### src/rtl/output_port_arbiter.sv
// ---------------------------------------------------------------------------
// output_port_arbiter
//
// Per-output-port allocator for the 5-port mesh router. One instance sits on
// each output port, between the input FIFOs / routing stage and the crossbar.
// It grants the output to a single input for a whole packet (HEADER through
// TAIL). Packets are picked in round-robin order. The arbiter pops the
// owner's FIFO only while a downstream credit is available.
//
// Ports
//   clk        in   rising-edge clock
//   rst        in   synchronous, active-high reset
//   req        in   [NUM_IN]    routing request for this output, per input
//   empty      in   [NUM_IN]    input FIFO empty flags
//   flit_id    in   [3*NUM_IN]  flit type at each FIFO head, bits [3i+2:3i]
//   credit_in  in   one pulse returns one downstream buffer slot
//   grant      out  [NUM_IN]    registered one-hot owner, 0 when idle
//   sel        out  [3]         registered binary owner index, 0 when idle
//   rd_en      out  [NUM_IN]    combinational pop strobe to the owner FIFO
//   valid_out  out  a flit crosses to downstream this cycle
//   credits    out  [CW]        current downstream credit count
//
// Input index order: 0=N, 1=E, 2=W, 3=S, 4=L.
// ---------------------------------------------------------------------------

// Flit type encodings normally come from the router's shared parameter
// include. These fallbacks apply only when that include has not been
// compiled ahead of this file.
`ifndef HEADER
`define HEADER 3'b001
`endif
`ifndef TAIL
`define TAIL 3'b100
`endif

module output_port_arbiter #(
    parameter int NUM_IN  = 5,
    parameter int CREDITS = 4,
    parameter int CW      = 3
) (
    input  logic                  clk,
    input  logic                  rst,
    input  logic [NUM_IN-1:0]     req,
    input  logic [NUM_IN-1:0]     empty,
    input  logic [3*NUM_IN-1:0]   flit_id,
    input  logic                  credit_in,
    output logic [NUM_IN-1:0]     grant,
    output logic [2:0]            sel,
    output logic [NUM_IN-1:0]     rd_en,
    output logic                  valid_out,
    output logic [CW-1:0]         credits
);

    // IDLE: no owner, arbitrating among HEADER flits.
    // LOCKED: an owner holds the output until its TAIL is popped.
    typedef enum logic {
        IDLE   = 1'b0,
        LOCKED = 1'b1
    } state_t;

    state_t              state_q;
    logic [NUM_IN-1:0]   grant_q;
    logic [2:0]          sel_q;
    logic [2:0]          ptr_q;
    logic [CW-1:0]       credits_q;
    logic [CW-1:0]       credits_d;

    logic [NUM_IN-1:0]   eligible;
    logic                pick_valid;
    logic [2:0]          pick_idx;
    logic [NUM_IN-1:0]   pick_onehot;

    logic [2:0]          owner_flit;
    logic                owner_empty;
    logic                credit_ok;
    logic                tail_pop;
    logic [2:0]          next_ptr;

    // An input competes only when it has a HEADER at its FIFO head that is
    // routed to this output. Mid-packet flits never start an allocation.
    always_comb begin
        eligible = '0;
        for (int i = 0; i < NUM_IN; i++) begin
            eligible[i] = req[i] & ~empty[i] & (flit_id[3*i +: 3] == `HEADER);
        end
    end

    // Round-robin search starts at ptr and wraps modulo NUM_IN. The first
    // eligible input found wins. ptr moves to one past the previous owner
    // when a packet ends, so the last winner has the lowest priority.
    always_comb begin
        int idx;
        pick_valid  = 1'b0;
        pick_idx    = '0;
        pick_onehot = '0;
        idx         = 0;
        for (int k = 0; k < NUM_IN; k++) begin
            idx = int'(ptr_q) + k;
            if (idx >= NUM_IN) begin
                idx = idx - NUM_IN;
            end
            if (!pick_valid && eligible[idx]) begin
                pick_valid       = 1'b1;
                pick_idx         = 3'(idx);
                pick_onehot[idx] = 1'b1;
            end
        end
    end

    // Select the owner's FIFO status and head flit through a decoded loop.
    // This avoids a variable part-select with a multiplied index.
    always_comb begin
        owner_flit  = '0;
        owner_empty = 1'b1;
        for (int i = 0; i < NUM_IN; i++) begin
            if (sel_q == 3'(i)) begin
                owner_flit  = flit_id[3*i +: 3];
                owner_empty = empty[i];
            end
        end
    end

    assign credit_ok = (credits_q != '0);

    // Pop strobe. grant_q already holds the one-hot owner, so it doubles as
    // the strobe mask. A pop needs data in the FIFO and a free downstream
    // slot. Gating on credit_ok is what keeps the credit counter from
    // underflowing. The strobe is forced low during reset, so nothing is
    // popped while the state is being cleared.
    always_comb begin
        rd_en = '0;
        if (!rst && (state_q == LOCKED) && !owner_empty && credit_ok) begin
            rd_en = grant_q;
        end
    end

    assign valid_out = |rd_en;
    assign tail_pop  = valid_out && (owner_flit == `TAIL);
    assign next_ptr  = (sel_q == 3'(NUM_IN - 1)) ? 3'd0 : sel_q + 3'd1;

    // Credit counter: +1 for each returned credit, -1 for each flit sent.
    // When both happen in the same cycle they cancel. A credit returned
    // while the counter is already full is dropped, so the counter never
    // goes above the downstream buffer depth.
    always_comb begin
        credits_d = credits_q;
        if (credit_in && !valid_out) begin
            if (credits_q != CW'(CREDITS)) begin
                credits_d = credits_q + CW'(1);
            end
        end else if (!credit_in && valid_out) begin
            credits_d = credits_q - CW'(1);
        end
    end

    // Allocation FSM with registered grant/sel/ptr, plus the credit register.
    // A grant lasts until the owner's TAIL is popped. The owner's req is not
    // re-sampled, and an empty FIFO only pauses the packet. After a release
    // the FSM spends one cycle in IDLE before the next grant. That bubble is
    // the cycle in which the next arbitration takes place.
    always_ff @(posedge clk) begin
        if (rst) begin
            state_q   <= IDLE;
            grant_q   <= '0;
            sel_q     <= '0;
            ptr_q     <= '0;
            credits_q <= CW'(CREDITS);
        end else begin
            credits_q <= credits_d;
            case (state_q)
                IDLE: begin
                    if (pick_valid) begin
                        state_q <= LOCKED;
                        grant_q <= pick_onehot;
                        sel_q   <= pick_idx;
                    end
                end
                LOCKED: begin
                    if (tail_pop) begin
                        state_q <= IDLE;
                        grant_q <= '0;
                        sel_q   <= '0;
                        ptr_q   <= next_ptr;
                    end
                end
                default: begin
                    state_q <= IDLE;
                    grant_q <= '0;
                    sel_q   <= '0;
                end
            endcase
        end
    end

    assign grant   = grant_q;
    assign sel     = sel_q;
    assign credits = credits_q;

endmodule

### config.mk
export PLATFORM = sky130hd
export DESIGN_NAME = output_port_arbiter
export DESIGN_NICKNAME = d
export VERILOG_FILES = /design/src/rtl/output_port_arbiter.sv
export SDC_FILE = /design/constraint.sdc
export NUM_CORES = 1
export LEC_CHECK = 0
export CAP_MARGIN = 20
export CORE_MARGIN = 2
export CORE_UTILIZATION = 59
export CTS_CLUSTER_SIZE = 12
export DETAILED_ROUTE_END_ITERATION = 7
export GPL_TIMING_DRIVEN = 0
export PLACE_DENSITY_LB_ADDON = 0.3
export SYNTH_ARGS = -nofsm -noshare
export SYNTH_HDL_FRONTEND = slang
export SYNTH_SLANG_ARGS = --single-unit
### constraint.sdc
create_clock -name clk -period 7.9 [get_ports clk]
set_clock_uncertainty 0.2 [all_clocks]
set_input_delay 0.79 -clock clk [delete_from_list [all_inputs] [get_ports clk]]
set_output_delay 0.79 -clock clk [all_outputs]
set_load 0.005 [all_outputs]
==> summary.md, run 1 <==
| Metric | Value |
|---|---|
| Crit path arrival time | 4400 ps |
| Die Y | ~71 um |
| Element type at the critical path start | flop |
| Count of vias placed by the detailed router | around 2900 |
| Synthesized area per cell | between 7 and 8 um^2 |
| Antenna violations before repair | 0 |
| Floorplan row count | 24 |
| Synth unique cells | 76 |
| Class of the tightest hold or removal check | reg -> reg |
| Post-cts sizing count | 0 |
| Initial standard-cell utilization of the core | 0.610 |
| Net count of the finished layout | 431 |
| Clock net sink count | 15 |
| Worst-path clk slew | roughly 60 ps |
| Final core area utilization | 0.737 |
| Sum of overflow across all layers after global routing | 0 |
| WL/cell | 18.5 um |
| Synthesized Nets | between 300 and 400 |
| Number of violations of the max-capacitance limit | 0 |
| Number of flip-flops and latches in the synthesized netlist | 15 |
| I/O Buffers | 44 |
| Pin count of the biggest net entering global routing | 13 |
| Routed Antenna Nets | 0 |
| RSZ-0062 raised after global routing | no |
| Required time of the critical path | between 7000 and 8000 ps |
| Maximum net fanout on the critical path | 12 |
| Most frequent cells in the layout | sky130_fd_sc_hd__clkdlybuf4s50_1, sky130_fd_sc_hd__nor2_1, sky130_fd_sc_hd__nand2_1, sky130_fd_sc_hd__a21oi_1, sky130_fd_sc_hd__ha_1 |
| Core area | approximately 4300 um^2 |
| Worst hold slack | 341 ps |
| Die area | 5020 um^2 |
| Slew at the pin closest to its max-slew limit | ~660 ps |
| Number of enable-type register cells in the synthesized netlist | 0 |
| Drt pass-1 iters | 5 |
| Proportion of layout cells with a drive suffix above 1 | 0.123 |
| Cell area after placement | approximately 3100 um^2 |
| Buffers from clock root to sink, at most | 2 |
| Max-slew violations | 0 |
| Result of the run | finished clean |
| Number of primary I/O pins | 45 |
| CTS tree | built |
| Post-CTS Setup Inserts | 0 |
| Share of synthesized area occupied by flip-flops and latches | 0.114 |
| Kind of end point of the critical path | flop |
| HPWL after DPL | roughly 6300 um |
| Die width | approximately 71 um |
| Yosys Warn Count | 0 |
| DRC Markers | 0 |
| Relative slew slack | 0.563 |
| Area Growth Syn to Fin | 20.9% |
| Number of hold-slack violations in the final timing report | 0 |
| Clock tree root driver cell | sky130_fd_sc_hd__clkbuf_8 |
| Maximum achievable frequency | 0.222 GHz |
| Final sum of negative setup slack | 0 ps |
| First-pass GRT wire length | around 13000 um |
| Number of clock buffers inserted by TritonCTS | 3 |
| Peak supply drop | ~110 uV |
| Detailed Route Iter0 Violations | between 200 and 300 |
| GRT Util Overall | 0.314 |
| Setup CP Type | reg -> reg |
| Netlist area before placement | roughly 2600 um^2 |
| Non-Filler Cell Area, Final | 3190 um^2 |
| Asr flop ratio synth | 0 |
| Vias per Instance | between 6 and 7 |
| Max H-tree Level | 1 |
| Cell count after synthesis | between 300 and 400 |
| Flip-flop cell with the highest count after synthesis | sky130_fd_sc_hd__dfxtp_1 |
| Most common library cell in the layout ignoring fill and taps | sky130_fd_sc_hd__clkdlybuf4s50_1 |
| Number of global-route vias before repair | roughly 2700 |
| Routed Wire Length | around 8000 um |
| Min Tclk post-route | about 4500 ps |
| Gp weighted congestion | roughly 0.95 |
| Source-to-sink clock delay at the later pin of the worst-skew pair | roughly 240 ps |
| Cell Pwr Density | roughly 63 nW/um^2 |
| Ant. Diodes | 0 |
| Static Leakage | approximately 1.2 nW |
| Fin crit share | 0.570 |
| Setup Viol. Count Final | 0 |
| Number of hold buffers added after CTS | 0 |
critical path, stage by stage (launching register included):
cell and delay, ps:
sky130_fd_sc_hd__dfxtp_1 640, sky130_fd_sc_hd__inv_1 310, sky130_fd_sc_hd__ha_1 350, sky130_fd_sc_hd__inv_1 110
sky130_fd_sc_hd__ha_1 290, sky130_fd_sc_hd__a211oi_1 120, sky130_fd_sc_hd__a2111oi_1 510, sky130_fd_sc_hd__a2111oi_2 150
sky130_fd_sc_hd__a311oi_4 440, sky130_fd_sc_hd__clkbuf_1 380, sky130_fd_sc_hd__o21ai_0 210, sky130_fd_sc_hd__a311oi_1 460
sky130_fd_sc_hd__a311oi_1 160
synth_stat cells, types with 4 or more instances:
| library cell | count | share of area |
|---|---|---|
| sky130_fd_sc_hd__nor2_1 | 23 | 0.033 |
| sky130_fd_sc_hd__nand2_1 | 22 | 0.031 |
| sky130_fd_sc_hd__a21oi_1 | 20 | 0.038 |
| sky130_fd_sc_hd__ha_1 | 17 | 0.081 |
| sky130_fd_sc_hd__dfxtp_1 | 15 | 0.11 |
| sky130_fd_sc_hd__o21ai_0 | 15 | 0.028 |
| sky130_fd_sc_hd__inv_1 | 12 | 0.017 |
| sky130_fd_sc_hd__nand3_1 | 12 | 0.023 |
| sky130_fd_sc_hd__nand2b_1 | 10 | 0.024 |
| sky130_fd_sc_hd__a311oi_1 | 9 | 0.030 |
| sky130_fd_sc_hd__mux2i_1 | 9 | 0.034 |
| sky130_fd_sc_hd__a31oi_1 | 8 | 0.019 |
| sky130_fd_sc_hd__and2_1 | 8 | 0.019 |
| sky130_fd_sc_hd__or3_1 | 8 | 0.019 |
| sky130_fd_sc_hd__a21o_1 | 7 | 0.020 |
| sky130_fd_sc_hd__buf_2 | 7 | 0.013 |
| sky130_fd_sc_hd__nor2b_1 | 7 | 0.017 |
| sky130_fd_sc_hd__o211ai_1 | 7 | 0.020 |
| sky130_fd_sc_hd__a211oi_1 | 5 | 0.014 |
| sky130_fd_sc_hd__nand4_1 | 5 | 0.012 |
| sky130_fd_sc_hd__nor3_1 | 5 | 0.0095 |
| sky130_fd_sc_hd__a211o_1 | 4 | 0.013 |
| sky130_fd_sc_hd__clkbuf_1 | 4 | 0.0057 |
| sky130_fd_sc_hd__nand3b_1 | 4 | 0.011 |
| sky130_fd_sc_hd__o21a_1 | 4 | 0.011 |
| sky130_fd_sc_hd__o22ai_1 | 4 | 0.0095 |
power breakdown:
group	switching (mW)	internal, mW	total, mW
Combinational	0.0236	0.0317	0.0553
Sequential	0.00482	0.0795	0.0844
Clock	0.0255	0.0348	0.0603
Total	0.0539	0.146	0.200
state kept, by name, indices dropped and copies added, names as in the netlist:
register and flops:
credits 3, sel 3, grant 5, state_q 1, ptr_q 3
layout make-up:
type / instances / area, um^2
Multi-Input combinational cell: 292 / 2190
Fill cell: 358 / 1140
Timing Repair Buffer: 44 / 440
Sequential cell: 15 / 300
Buffer: 16 / 98.8
Tap cell: 52 / 65.1
Inverter: 12 / 45.0
Clock buffer: 3 / 41.3
Clock inverter: 1 / 5.00
through the flow:
stage | instances | setup slack, ps | total power [mW]
after floorplan | 335 | 4260 | 0.110
after global routing | 435 | 3260 | 0.209
after global placement | 431 | 3710 | 0.139
after detailed placement | 431 | 3660 | 0.140
final | 435 | 3400 | 0.200
after CTS | 435 | 3620 | 0.201
final timing paths:
check / slack [ps] / end / cells past startpoint / from
hold reg to reg: 340 / credits[2] / 1 / credits[2]
setup / recovery: 3400 / grant[1] / 12 / ptr_q[1]
setup reg to reg: 3400 / grant[1] / 12 / ptr_q[1]
hold / removal: 340 / credits[2] / 1 / credits[2]
cell families (layout without fill, tap and decap cells):
| kind of cell | after synthesis | in the layout | synth area share |
|---|---|---|---|
| adder cells (fa/ha/maj) | 19 | 19 | 0.0959 |
| flip-flops | 15 | 15 | 0.114 |
| AND/OR/NAND/NOR | 132 | 132 | 0.299 |
| AO/OA/AOI/OAI | 122 | 122 | 0.358 |
| XOR/XNOR | 5 | 5 | 0.0195 |
| buffers and inverters | 28 | 76 | 0.0546 |
| multiplexers | 14 | 14 | 0.0584 |
routing by layer:
layer | vias up | GRT usage | wire length (um)
li1 | 1401 | - | -
met1 | 1368 | 0.440 | 3500
met2 | 160 | 0.499 | 3680
met3 | 20 | 0.0484 | 720
met4 | 0 | 0.0943 | 156
met5 | - | 0 | 0
Power figures use the tool's default switching activity.
==> inputs of run 2 (changes only) <==
CORE_UTILIZATION = 55   (was 59)
clock period = 4.15 ns   (was 7.9 ns; I/O delays follow)
==> summary.md, run 2 (synthesis gave the netlist of run 1 again) <==
| Metric | Value |
|---|---|
| Most common library cell in the layout ignoring fill and taps | sky130_fd_sc_hd__clkdlybuf4s50_1 |
| CTS tree | built |
| Slew at the pin closest to its max-slew limit | 756 ps (+99.4 ps) |
| Peak supply drop | 177 uV (+54%) |
| Net count of the finished layout | 443 (+2.8%) |
| Class of the tightest hold or removal check | reg -> reg |
| Count of vias placed by the detailed router | 3106 (+5.3%) |
| Ant. Diodes | 0 (unchanged) |
| Proportion of layout cells with a drive suffix above 1 | 0.195 (+0.0722) |
| HPWL after DPL | 6410 um (+1.4%) |
| Buffers from clock root to sink, at most | 2 (unchanged) |
| Element type at the critical path start | flop |
| Delay of the slowest critical-path stage | 420 ps (-220 ps) |
| Initial standard-cell utilization of the core | 0.566 (-0.0440) |
| Number of hold-slack violations in the final timing report | 0 (unchanged) |
| Met2 track demand over resource in global routing | 0.508 (+0.00803) |
| Cell Pwr Density | 114 nW/um^2 (+81%) |
| Max-slew violations | 0 (unchanged) |
| Detailed Route Iter0 Violations | 286 (-2.4%) |
| Core area | 4660 um^2 (+7.8%) |
| Die Y | 73.2 um (+3.4%) |
| Crit-path slowest cell | sky130_fd_sc_hd__nor4_4 |
| Clock tree root driver cell | sky130_fd_sc_hd__clkbuf_8 |
| Number of violations of the max-capacitance limit | 0 (unchanged) |
| Clock net sink count | 15 (unchanged) |
| Sum of overflow across all layers after global routing | 0 (unchanged) |
| GRT Util Overall | 0.311 (-0.00356) |
| I/O Buffers | 44 (unchanged) |
| Result of the run | finished clean |
| Antenna violations before repair | 0 (unchanged) |
| Setup Viol. Count Final | 0 (unchanged) |
| Area Growth Syn to Fin | 29.9% |
| Routed Antenna Nets | 0 (unchanged) |
| Max H-tree Level | 1 (unchanged) |
| Floorplan row count | 25 (+4.2%) |
| Min Tclk post-route | 4020 ps (-475 ps) |
| Non-Filler Cell Area, Final | 3420 um^2 (+7.4%) |
| Drt pass-1 iters | 7 (+2) |
| Worst-path clk slew | 60 ps (about the same) |
| Gp weighted congestion | 0.973 (+2.1%) |
| Number of primary I/O pins | 45 (unchanged) |
| Relative slew slack | 0.491 (-0.0716) |
| Worst hold slack | 350 ps (+8.99 ps) |
| Static Leakage | 1.29 nW (+7.6%) |
| Total placed cells including tap cells | 433 (+0.46%) |
| Die area | 5360 um^2 (+6.9%) |
| Grt met3 use | 0.0497 (+0.00129) |
| Busiest layer in global routing | met2 |
| Met1 Resource Use GR | 0.430 (-0.0105) |
| Flip-flop count of the largest register, all copies and words added | 5 (unchanged) |
| Pin count of the biggest net entering global routing | 13 (unchanged) |
| Fin crit share | 0.970 (+0.400) |
| Kind of end point of the critical path | flop |
| Cell area after placement | 3140 um^2 (about the same) |
| Routed Wire Length | 8720 um (+8.2%) |
| Required time of the critical path | 4100 ps (-3700 ps) |
| Crit path arrival time | 3980 ps (-420 ps) |
| Die width | 73.2 um (+3.4%) |
| Number of global-route vias before repair | 2671 (-2.7%) |
| First-pass GRT wire length | 13100 um (+0.53%) |
| Source-to-sink clock delay at the later pin of the worst-skew pair | 250 ps (about the same) |
| Most frequent cells in the layout | sky130_fd_sc_hd__clkdlybuf4s50_1, sky130_fd_sc_hd__nor2_1, sky130_fd_sc_hd__nand2_1, sky130_fd_sc_hd__a21oi_1 |
| Maximum net fanout on the critical path | 10 (-2) |
| DRC Markers | 0 (unchanged) |
| Number of clock buffers inserted by TritonCTS | 3 (unchanged) |
| WL/cell | 19.4 um (+4.8%) |
| Cell Chain, Critical Path | buf_6 -> clkbuf_4 -> clkinvlp_4 -> ha_2 -> a211oi_4 -> mux2_4 -> mux2_4 -> o211ai_1 -> o211ai_1 -> nor4_4 -> nand3b_1 -> a311oi_2 |
| Setup CP Type | reg -> reg |
| Vias per Instance | 6.92 (+2.0%) |
| Final standard cell count with taps included and fillers excluded | 449 (+3.2%) |
| Maximum achievable frequency | 0.248 GHz (+12%) |
run 2: changes by cell type in the layout (fill, tap and decap cells not counted), moves of 2 or more:
cell / change
sky130_fd_sc_hd__ha_1: -2
sky130_fd_sc_hd__ha_2: +2
sky130_fd_sc_hd__a2111oi_4: +2
sky130_fd_sc_hd__clkbuf_4: +2
sky130_fd_sc_hd__a211oi_1: -2
sky130_fd_sc_hd__a211oi_4: +2
sky130_fd_sc_hd__dfxtp_1: -3
sky130_fd_sc_hd__dfxtp_2: +3
sky130_fd_sc_hd__inv_1: -2
sky130_fd_sc_hd__clkinvlp_4: +2
sky130_fd_sc_hd__buf_4: +11
sky130_fd_sc_hd__clkbuf_1: -2
run 2: metrics by stage:
stage | setup WS, ps | TNS, ps | util | total power, mW
after floorplan | 509 | 0 | - | 0.210
after global placement | -128 | -257 | 0.675 | 0.265
after detailed placement | -144 | -362 | 0.675 | 0.268
after CTS | 0.633 | 0 | 0.698 | 0.387
after global routing | -25.0 | -25.0 | 0.734 | 0.407
final | 126 | 0 | 0.734 | 0.389
run 2: worst paths after layout:
path,end,cells after the start,startpoint,slack (ps)
max,grant[3],12,ptr_q[2],130
min reg2reg,credits[2],1,credits[2],350
min,credits[2],1,credits[2],350
max reg2reg,grant[3],12,ptr_q[2],130
run 2: what timing repair did:
| action | 4_1_cts | 5_1_grt |
|---|---|---|
| cloned | 0 | 0 |
| hold buffers | 0 | 0 |
| endpoints found under the setup margin | 5 | 8 |
| pin swaps | 3 | 6 |
| resized for setup | 8 | 22 |
| buffers inserted | 2 | 10 |
run 2: per-layer routing:
| layer | routed length, um | share of wire | vias to the layer above |
|---|---|---|---|
| li1 | - | - | 1426 |
| met1 | 3670 | 0.42 | 1444 |
| met2 | 4000 | 0.46 | 206 |
| met3 | 854 | 0.098 | 30 |
| met4 | 192 | 0.022 | 0 |
| met5 | 0 | 0 | - |
run 2: where the power goes:
part	switching [mW]	internal, mW
Sequential	0.00918	0.151
Combinational	0.0481	0.0627
Clock	0.0517	0.0665
Total	0.109	0.280
run 2: final cells by class:
class	count	area (um^2)
buffer	16	110
clock buffer	3	41.3
clock inverter	1	5.00
fill	384	1240
inverter	12	52.6
multi-input combinational	292	2310
sequential	15	304
tap	54	67.6
timing repair buffer	56	531
run 2: critical path: cells and delay by family (launching register included):
family	cells	cell delay, ps
AND/OR/NAND/NOR	2	570
adder cells (fa/ha/maj)	1	340
AO/OA/AOI/OAI	4	1200
buffers and inverters	3	550
flip-flops	1	380
multiplexers	2	680
==> inputs of run 3 (changes only) <==
CORE_UTILIZATION = 53   (was 55)
TNS_END_PERCENT = 10   (was default)
==> summary.md, run 3 (synthesis gave the netlist of run 1 again) <==
| Metric | Value |
|---|---|
| Result of the run | finished clean |
| Flip-flop count of the largest register, all copies and words added | 5 (unchanged) |
| Routed Wire Length | 8390 um (-3.8%) |
| Pin count of the biggest net entering global routing | 13 (unchanged) |
| Depth of the worst hold-timing path | 1 (unchanged) |
| DRC Markers | 0 (unchanged) |
| Peak supply drop | 222 uV (+26%) |
| Die width | 74.5 um (+1.8%) |
| Number of violations of the max-capacitance limit | 0 (unchanged) |
| Most frequent cells in the layout | sky130_fd_sc_hd__clkdlybuf4s50_1, sky130_fd_sc_hd__nor2_1, sky130_fd_sc_hd__nand2_1, sky130_fd_sc_hd__a21oi_1, sky130_fd_sc_hd__ha_1 |
| Crit path arrival time | 3920 ps (-60 ps) |
| WL/cell | 18.1 um (-6.5%) |
| Share of total power in combinational logic | 0.277 (-0.008) |
| Initial standard-cell utilization of the core | 0.554 (-0.0112) |
| Maximum achievable frequency | 0.252 GHz (+1.4%) |
| Worst hold slack | 344 ps (-6.43 ps) |
| Gp weighted congestion | 0.996 (+2.4%) |
| Max-slew violations | 0 (unchanged) |
| Proportion of power drawn by the clock network | 0.307 (+0.004) |
| Core area | 4750 um^2 (+2.0%) |
| Maximum net fanout on the critical path | 10 (unchanged) |
| Pint | 279 uW (-0.45%) |
| Setup Viol. Count Final | 0 (unchanged) |
| Kind of end point of the critical path | flop |
| Worst setup path start | ptr_q[0] |
| Vias per Instance | 6.60 (-4.5%) |
| Area Growth Syn to Fin | 28.6% |
| Detailed Route Iter0 Violations | 295 (+3.1%) |
| Floorplan row count | 25 (unchanged) |
| Relative slew slack | 0.553 (+0.0623) |
| Routed Antenna Nets | 0 (unchanged) |
| Die Y | 74.5 um (+1.8%) |
| Static Leakage | 1.29 nW (+0.47%) |
| Switching share of power | 0.275 (-0.00444) |
| Fin crit share | 0.956 (-0.0133) |
| Clock net sink count | 15 (unchanged) |
| Number of hold-slack violations in the final timing report | 0 (unchanged) |
| GRT Util Overall | 0.295 (-0.0161) |
| Net count of the finished layout | 443 (unchanged) |
| Net switching power of the design | 106 uW (-2.6%) |
| Most common library cell in the layout ignoring fill and taps | sky130_fd_sc_hd__clkdlybuf4s50_1 |
| Number of hold buffers added after CTS | 0 (unchanged) |
| Clock tree root driver cell | sky130_fd_sc_hd__clkbuf_8 |
| Non-Filler Cell Area, Final | 3390 um^2 (-0.95%) |
| Antenna violations before repair | 0 (unchanged) |
| First-pass GRT wire length | 12800 um (-2.2%) |
| Final standard cell count with taps included and fillers excluded | 462 (+2.9%) |
| Ant. Diodes | 0 (unchanged) |
| Min Tclk post-route | 3970 ps (-55.3 ps) |
| Total placed cells including tap cells | 446 (+3.0%) |
| Class of the tightest hold or removal check | reg -> reg |
| Depth of the worst register-to-register path | 15 (+3) |
| Count of vias placed by the detailed router | 3051 (-1.8%) |
| Worst-path clk slew | 60 ps (about the same) |
| Part of the power in registers | 0.416 (+0.004) |
| HPWL after DPL | 6380 um (-0.52%) |
| Setup CP Type | reg -> reg |
| Number of clock buffers inserted by TritonCTS | 3 (unchanged) |
| Max H-tree Level | 1 (unchanged) |
| Proportion of layout cells with a drive suffix above 1 | 0.182 (-0.0127) |
| Number of global-route vias before repair | 2724 (+2.0%) |
| Required time of the critical path | 4100 ps (about the same) |
| Die area | 5550 um^2 (+3.6%) |
| Buffers from clock root to sink, at most | 2 (unchanged) |
| Drt pass-1 iters | 6 (-1) |
| I/O Buffers | 44 (unchanged) |
| CTS tree | built |
| Number of primary I/O pins | 45 (unchanged) |
| Cell Pwr Density | 114 nW/um^2 (-0.11%) |
| Cell area after placement | 3160 um^2 (+0.52%) |
| Hold path startpoint | credits[2] |
| Sum of overflow across all layers after global routing | 0 (unchanged) |
| Source-to-sink clock delay at the later pin of the worst-skew pair | 250 ps (about the same) |
| Element type at the critical path start | flop |
| Slew at the pin closest to its max-slew limit | 663 ps (-92.4 ps) |
| Source of the worst register-to-register timing path | ptr_q[0] |
==> run 3: final timing paths <==
check	end	slack (ps)
setup / recovery	grant[1]	180
hold / removal	credits[2]	340
setup reg to reg	grant[1]	180
hold reg to reg	credits[2]	340
==> run 3: cell type report <==
cell class	instances	area, um^2
repair buffers	57	538
plain buffers	15	104
flip-flops and latches	15	307
fillers	401	1360
clock inverters	1	5.00
inverters	12	52.6
multi-input cells	292	2260
well taps	67	83.8
clock buffers	3	41.3
==> run 3: timing repair <==
| action | CTS | global route |
|---|---|---|
| pin swaps | 1 | 9 |
| cloned | 0 | 0 |
| setup endpoints to repair | 5 | 8 |
| resized for setup | 3 | 18 |
| setup buffers | 0 | 13 |
==> run 3: worst max-delay path, stage by stage (launching register included) <==
cell and delay (ps):
sky130_fd_sc_hd__dfxtp_4 380, sky130_fd_sc_hd__buf_8 150, sky130_fd_sc_hd__buf_6 150, sky130_fd_sc_hd__clkinvlp_4 160, sky130_fd_sc_hd__ha_4 220, sky130_fd_sc_hd__ha_1 270, sky130_fd_sc_hd__buf_2 190, sky130_fd_sc_hd__a211o_1 310
sky130_fd_sc_hd__a22oi_4 260, sky130_fd_sc_hd__mux2i_1 270, sky130_fd_sc_hd__o22ai_2 140, sky130_fd_sc_hd__nor4_4 350, sky130_fd_sc_hd__buf_4 180, sky130_fd_sc_hd__a31o_2 240, sky130_fd_sc_hd__a311oi_1 90, sky130_fd_sc_hd__a311oi_1 310
==> run 3: power by group through the flow <==
stage / clock (mW) / sequential (mW) / combinational (mW)
final: 0.118 / 0.160 / 0.107
after global routing: 0.126 / 0.161 / 0.116
after CTS: 0.119 / 0.161 / 0.103
after detailed placement: 0 / 0.164 / 0.102
after global placement: 0 / 0.163 / 0.101
after floorplan: 0 / 0.162 / 0.0481
==> run 3: routing by layer <==
layer / share of wire / GRT usage / vias up
li1: - / - / 1420
met1: 0.44 / 0.411 / 1450
met2: 0.46 / 0.493 / 158
met3: 0.083 / 0.0285 / 23
met4: 0.018 / 0.0655 / 0
met5: 0 / 0 / -
==> run 3: stage by stage <==
| step | setup WS [ps] | setup TNS [ps] | power [mW] | util |
|---|---|---|---|---|
| 2_1_floorplan | 509 | 0 | 0.210 | - |
| 3_3_place_gp | -120 | -238 | 0.265 | 0.665 |
| 3_5_place_dp | -88.1 | -170 | 0.266 | 0.665 |
| 4_1_cts | -3.42 | -3.42 | 0.383 | 0.676 |
| 5_1_grt | -32.3 | -53.9 | 0.403 | 0.713 |
| 6_report | 181 | 0 | 0.385 | 0.713 |
